File: config.mk
export PLATFORM = sky130hd
export DESIGN_NAME = tm1638_frame_sequencer
export DESIGN_NICKNAME = d
export VERILOG_FILES = /design/src/rtl/tm1638_frame_sequencer.sv
export SDC_FILE = /design/constraint.sdc
export NUM_CORES = 1
export LEC_CHECK = 0
export ABC_AREA = 1
export BUFFER_PORTS_ARGS = -buffer_cell sky130_fd_sc_hd__buf_2
export CAP_MARGIN = 20
export CORE_AREA = 2 2 116 118
export DETAILED_ROUTE_END_ITERATION = 6
export DIE_AREA = 0 0 118 120
export PLACE_DENSITY = 0.8
export SLEW_MARGIN = 5
export SYNTH_ARGS = -nofsm -noshare
export SYNTH_HDL_FRONTEND = slang
export SYNTH_SLANG_ARGS = --single-unit
File: constraint.sdc
create_clock -name clk -period 5.35 [get_ports clk]
set_input_delay 0.2675 -clock clk [delete_from_list [all_inputs] [get_ports clk]]
set_output_delay 0.2675 -clock clk [all_outputs]
set_load 0.02 [all_outputs]
File: src/rtl/tm1638_frame_sequencer.sv
// Frame-level controller for the tm1638 byte engine: key scan, write-mode command,
// 16-byte auto-increment display write and display control, driven from input snapshots.
module tm1638_frame_sequencer #(
    parameter int AUTO_REFRESH = 1,
    parameter int REFRESH_CYC  = 524288,
    parameter int CS_GAP       = 4
) (
    input  logic        clk,
    input  logic        rst,
    input  logic        start,
    input  logic [63:0] seg_data,
    input  logic [7:0]  led_data,
    input  logic [2:0]  brightness,
    input  logic        display_on,
    output logic [7:0]  keys,
    output logic        keys_valid,
    output logic        frame_busy,
    output logic        frame_done,
    output logic        tm_cs,
    output logic        tm_rw,
    output logic        tm_latch,
    output logic [7:0]  tm_out,
    input  logic [7:0]  tm_in,
    input  logic        tm_busy
);
    localparam int TW = $clog2(REFRESH_CYC + 1);
    localparam int GW = (CS_GAP > 1) ? $clog2(CS_GAP) : 1;
    localparam logic [TW-1:0] TIMER_RELOAD = TW'(REFRESH_CYC - 1);
    localparam logic [GW-1:0] GAP_RELOAD   = GW'(CS_GAP - 1);
    localparam bit AUTO_EN = (AUTO_REFRESH != 0);

    typedef enum logic [2:0] {
        ST_IDLE,
        ST_CS_LOW,
        ST_ISSUE,
        ST_ACK,
        ST_DONE,
        ST_CS_HIGH
    } state_t;

    state_t          state_r;
    logic [1:0]      txn_r;
    logic [4:0]      byte_r;
    logic [GW-1:0]   gap_cnt_r;
    logic [TW-1:0]   timer_r;
    logic            pending_r;
    logic [63:0]     seg_snap_r;
    logic [7:0]      led_snap_r;
    logic [3:0]      ctrl_snap_r;
    logic [7:0]      key_shadow_r;

    logic [7:0]      tx_byte_s;
    logic [4:0]      last_idx_s;
    logic [4:0]      idx_m1_s;
    logic [2:0]      digit_s;
    logic [7:0]      key_merge_s;
    logic            frame_go_s;

    // Read byte n carries key S(n+1) in bit 0 and key S(n+5) in bit 4.
    function automatic logic [7:0] merge_keys(input logic [7:0] cur, input logic [1:0] n,
                                              input logic [7:0] rx);
        logic [7:0] res;
        res = cur;
        res[3'd7 - {1'b0, n}] = rx[0];
        res[3'd3 - {1'b0, n}] = rx[4];
        return res;
    endfunction

    // Byte to transmit and last byte index for the current transaction.
    always_comb begin
        tx_byte_s  = 8'h00;
        last_idx_s = 5'd0;
        idx_m1_s   = byte_r - 5'd1;
        digit_s    = idx_m1_s[3:1];
        case (txn_r)
            2'd0: begin
                last_idx_s = 5'd4;
                if (byte_r == 5'd0) tx_byte_s = 8'h42;
                else                tx_byte_s = 8'h00;
            end
            2'd1: begin
                last_idx_s = 5'd0;
                tx_byte_s  = 8'h40;
            end
            2'd2: begin
                last_idx_s = 5'd16;
                // after the address byte, odd indices are digits and even indices are LEDs
                if (byte_r == 5'd0)  tx_byte_s = 8'hC0;
                else if (byte_r[0])  tx_byte_s = seg_snap_r[{3'd7 - digit_s, 3'b000} +: 8];
                else                 tx_byte_s = {7'b0000000, led_snap_r[3'd7 - digit_s]};
            end
            2'd3: begin
                last_idx_s = 5'd0;
                tx_byte_s  = 8'h80 | {4'b0000, ctrl_snap_r};
            end
            default: begin
                last_idx_s = 5'd0;
                tx_byte_s  = 8'h00;
            end
        endcase
    end

    // Key shadow merge and frame launch condition.
    always_comb begin
        key_merge_s = merge_keys(key_shadow_r, idx_m1_s[1:0], tm_in);
        if ((gap_cnt_r == {GW{1'b0}}) &&
            (start || pending_r || (AUTO_EN && (timer_r == {TW{1'b0}}))))
            frame_go_s = 1'b1;
        else
            frame_go_s = 1'b0;
    end

    // Frame sequencer: transaction/byte walk with latch-ack-done handshake.
    always_ff @(posedge clk or posedge rst) begin
        if (rst) begin
            state_r      <= ST_IDLE;
            txn_r        <= 2'd0;
            byte_r       <= 5'd0;
            gap_cnt_r    <= {GW{1'b0}};
            timer_r      <= TIMER_RELOAD;
            pending_r    <= 1'b0;
            seg_snap_r   <= 64'h0;
            led_snap_r   <= 8'h00;
            ctrl_snap_r  <= 4'h0;
            key_shadow_r <= 8'h00;
            keys         <= 8'h00;
            keys_valid   <= 1'b0;
            frame_busy   <= 1'b0;
            frame_done   <= 1'b0;
            tm_cs        <= 1'b1;
            tm_rw        <= 1'b1;
            tm_latch     <= 1'b0;
            tm_out       <= 8'h00;
        end else begin
            tm_latch   <= 1'b0;
            keys_valid <= 1'b0;
            frame_done <= 1'b0;
            if (start) pending_r <= 1'b1;
            case (state_r)
                ST_IDLE: begin
                    if (gap_cnt_r != {GW{1'b0}}) gap_cnt_r <= gap_cnt_r - GW'(1);
                    if (timer_r != {TW{1'b0}})   timer_r   <= timer_r - TW'(1);
                    if (frame_go_s) begin
                        pending_r   <= 1'b0;
                        frame_busy  <= 1'b1;
                        seg_snap_r  <= seg_data;
                        led_snap_r  <= led_data;
                        ctrl_snap_r <= {display_on, brightness};
                        txn_r       <= 2'd0;
                        byte_r      <= 5'd0;
                        state_r     <= ST_CS_LOW;
                    end
                end
                ST_CS_LOW: begin
                    if (!tm_busy) begin
                        tm_cs   <= 1'b0;
                        tm_rw   <= 1'b1;
                        state_r <= ST_ISSUE;
                    end
                end
                ST_ISSUE: begin
                    if (!tm_busy) begin
                        tm_latch <= 1'b1;
                        tm_out   <= tx_byte_s;
                        state_r  <= ST_ACK;
                    end
                end
                ST_ACK: begin
                    if (tm_busy) state_r <= ST_DONE;
                end
                ST_DONE: begin
                    if (!tm_busy) begin
                        if ((txn_r == 2'd0) && (byte_r != 5'd0)) key_shadow_r <= key_merge_s;
                        if (byte_r == last_idx_s) begin
                            tm_cs     <= 1'b1;
                            gap_cnt_r <= GAP_RELOAD;
                            state_r   <= ST_CS_HIGH;
                            if (txn_r == 2'd0) begin
                                keys       <= key_merge_s;
                                keys_valid <= 1'b1;
                            end
                        end else begin
                            byte_r  <= byte_r + 5'd1;
                            state_r <= ST_ISSUE;
                            if ((txn_r == 2'd0) && (byte_r == 5'd0)) tm_rw <= 1'b0;
                        end
                    end
                end
                ST_CS_HIGH: begin
                    if (gap_cnt_r != {GW{1'b0}}) begin
                        gap_cnt_r <= gap_cnt_r - GW'(1);
                    end else if (txn_r == 2'd3) begin
                        frame_done <= 1'b1;
                        frame_busy <= 1'b0;
                        timer_r    <= TIMER_RELOAD;
                        gap_cnt_r  <= GAP_RELOAD;
                        state_r    <= ST_IDLE;
                    end else begin
                        txn_r   <= txn_r + 2'd1;
                        byte_r  <= 5'd0;
                        state_r <= ST_CS_LOW;
                    end
                end
                default: begin
                    state_r <= ST_IDLE;
                end
            endcase
        end
    end

endmodule

==> results_dict.tcl <==
set metrics [dict create \
    initialDrtViolationCount 493 \
    rsz0062_at_grt "no" \
    crit_buf_inv 2 \
    synthCells 970 \
    dp_hpwl_um 11500 \
    slew_headroom 0.347 \
    worstMarginPinSlew_ps 977 \
    drc 0 \
    fin_tns_setup_ps 0 \
    synth-seq-cells 139 \
    portBuffers 103 \
    skew_ps 7.06 \
    clock-root-buffer "clkbuf_16" \
    cp-startpoint "timer_r[0]$_DFFE_PP1P_" \
    setup_viol 0 \
    worst_setup_path_start_kind "flop" \
    first_global_vias 6175 \
    io-pin-count 110 \
    overflow 0 \
    slowest_delay_ps 730 \
    grt_usage 0.259 \
    clock-sinks 139 \
    yosys_warnings 0 \
    grt_max_degree 100 \
    cts_resized 0 \
    die_area_um2 14200 \
    switchingPower_mw 1.97 \
    fmax_mhz 325 \
    cts_max_level 4 \
    met3_wirelength_um 877 \
    hp-class "input port to flop" \
    cts_setup_buffers 0 \
    p_int_mw 2.90 \
    hold_start "seg_data[1]" \
    wl_um 16900 \
    min_period_ps 3080 \
    synth_area_per_cell_um2 7.56 \
    routed-wl-met2_um 8000 \
    mappedNetlistArea_um2 7340 \
    n_antenna_cell 0 \
    outcome "completed" \
    path_clk_slew_ps 60 \
    wl_met1_um 7670 \
    crit_path_top_delay_cell "buf_4" \
    rows 42 \
    hold_violations 0 \
    ys_seq_area_frac 0.478 \
    sw_frac_of_total 0.404 \
    gp_congestion 0.890 \
    final_antenna_net_count 0 \
    finalCritPeriodShare 0.575 \
    cts_inserted_buffers 17 \
    core-area_um2 13000 \
    die_width_um 118 \
    arrival_ps 3420 \
    comb_power_share 0.404 \
    highest-signal-layer "met4" \
    p_per_area_nw_per_um2 569 \
    cp_top_family "simple AND/OR/NAND/NOR gates" \
    final_nets 1160 \
    via_count 6523 \
    cp_max_fo 99 \
    die_y_um 120 \
    antenna_found_initial 0 \
    reg2reg_from "timer_r[0]$_DFFE_PP1P_" \
    vdd_drop_max_mv 0.244 \
    pwr-share-seq 0.352 \
    start_util 0.565 \
    area_growth_pct 16.6 \
    vias_per_cell 5.22 \
    grt_pass1_wl_um 29200 \
    crit_top_cell "nand2_2" \
    synth_cell_types 38 \
    setup.worst_path.end_class "flop" \
    crit_type "flop to flop" \
    total_power_mw 4.87 \
    power.leakage_nw 4.43 \
    cap_viol_max_count 0 \
    drive_above_1_share 0.171 \
    first_pass_iters 7 \
    wl_per_cell_um 13.6 \
    place_ws_ps 2300 \
    fin_ws_ps 2270 \
    cts_max_path_buffers 2 \
    pwr-share-clk 0.245 \
    cts_tree "yes" \
    clk_latency_ps 430 \
    cts_hold_buffers 1 \
    final_max_slew_viol_count 0 \
    crit_chain "inv_1, ha_1, nand2_1, nor3b_1, nand3_1, nand2_2, nand2_2, buf_4, nor2_1, a21oi_1" \
    syn-num-nets 1070 \
    cp.required_ps 5700 \
]
## metrics by stage
step           utilization  area [um2]  std cells  hold slack (ps)
6_report             0.659        8560       1249             66.6
5_1_grt              0.659        8560       1249             75.9
3_3_place_gp         0.610        7920       1214              428
3_5_place_dp         0.610        7920       1214              428
4_1_cts              0.657        8520       1247             54.3
2_1_floorplan            -        7340        970              354
## registers in the layout, summed over array words and instances (netlist names), 2 cells and up
signal	cells
state_r	3
gap_cnt_r	2
key_shadow_r	8
txn_r	2
byte_r	5
ctrl_snap_r	4
keys	8
timer_r	20
seg_snap_r	64
led_snap_r	8
tm_out	8
## worst register-to-register path, delay by kind of cell, from the launching register on
kind            cells  cell delay, ps
compound gates      1             150
fa+ha+maj           1             230
buf+inv             2             840
flops               1             530
simple gates        6            1250
## routing by layer
metal,track usage,vias up
li1,-,3267
met1,0.351,3051
met2,0.414,173
met3,0.0485,32
met4,0.102,0
met5,0,-
## cell usage after synthesis (all sizes together)
library cell / instances / share of area
nand4: 6 / 0.0051
dfrtp: 118 / 0.40
o21ai: 99 / 0.070
a21oi: 35 / 0.024
o31ai: 2 / 0.0020
o22ai: 1 / 0.00085
nor3b: 4 / 0.0056
clkbuf: 14 / 0.0087
ha: 12 / 0.020
dfstp: 21 / 0.075
nor2: 102 / 0.056
nand3b: 1 / 0.0010
buf: 24 / 0.016
clkinv: 1 / 0.00051
nand2: 336 / 0.17
nand3: 83 / 0.063
nor3: 6 / 0.0087
o21bai: 1 / 0.0010
inv: 84 / 0.043
xnor2: 1 / 0.0012
o211ai: 1 / 0.0010
and3: 1 / 0.00085
xor2: 17 / 0.020
## placed cells by master, fill, tap and decap left out, types with 4 or more instances in the layout
| master | n |
|---|---|
| buf_2 | 103 |
| nor2_1 | 98 |
| inv_2 | 7 |
| clkinv_2 | 5 |
| inv_1 | 76 |
| o21ai_1 | 5 |
| nand3_1 | 78 |
| a21oi_1 | 35 |
| o21ai_0 | 91 |
| clkbuf_16 | 17 |
| ha_1 | 12 |
| xor2_1 | 17 |
| clkbuf_1 | 4 |
| nand4_1 | 6 |
| dfstp_2 | 21 |
| dfrtp_1 | 118 |
| nand2_1 | 333 |
## power by group through the flow
stage	combinational [mW]	clock (mW)	sequential [mW]
6_report	1.97	1.19	1.71
5_1_grt	2.26	1.25	1.77
4_1_cts	1.94	1.21	1.71
3_5_place_dp	1.92	0	1.72
3_3_place_gp	1.87	0	1.71
2_1_floorplan	1.45	0	1.72
## final cells by class
cell class                      count  area, um2
Inverter                           85        324
Fill cell                        1127       4420
Clock buffer                       24        482
Clock inverter                      8        115
Tap cell                          176        220
Timing Repair Buffer              109        583
Sequential cell                   139       3500
Multi-Input combinational cell    708       3330
## kinds of logic (layout without fill, tap and decap cells)
kind of cell / after synthesis / count (layout) / share of synthesized area
compound gates: 139 / 139 / 0.0989
xor+xnor: 18 / 18 / 0.0215
fa+ha+maj: 12 / 12 / 0.0205
buf+inv: 123 / 226 / 0.0686
flops: 139 / 139 / 0.478
simple gates: 539 / 539 / 0.313
## final timing paths
check                      slack (ps)  depth (start not counted)                          to
setup reg to reg                 2270                         10  seg_snap_r[44]$_DFFE_PP0P_
setup / recovery                 2270                         10  seg_snap_r[44]$_DFFE_PP0P_
min in group asynchronous         500                          3         keys[4]$_DFFE_PP0P_
hold reg to reg                   470                          2  seg_snap_r[37]$_DFFE_PP0P_
hold / removal                     70                          3   seg_snap_r[1]$_DFFE_PP0P_
max in group asynchronous        3600                          4  seg_snap_r[17]$_DFFE_PP0P_
Note: power is estimated with default switching activity, not from simulation.
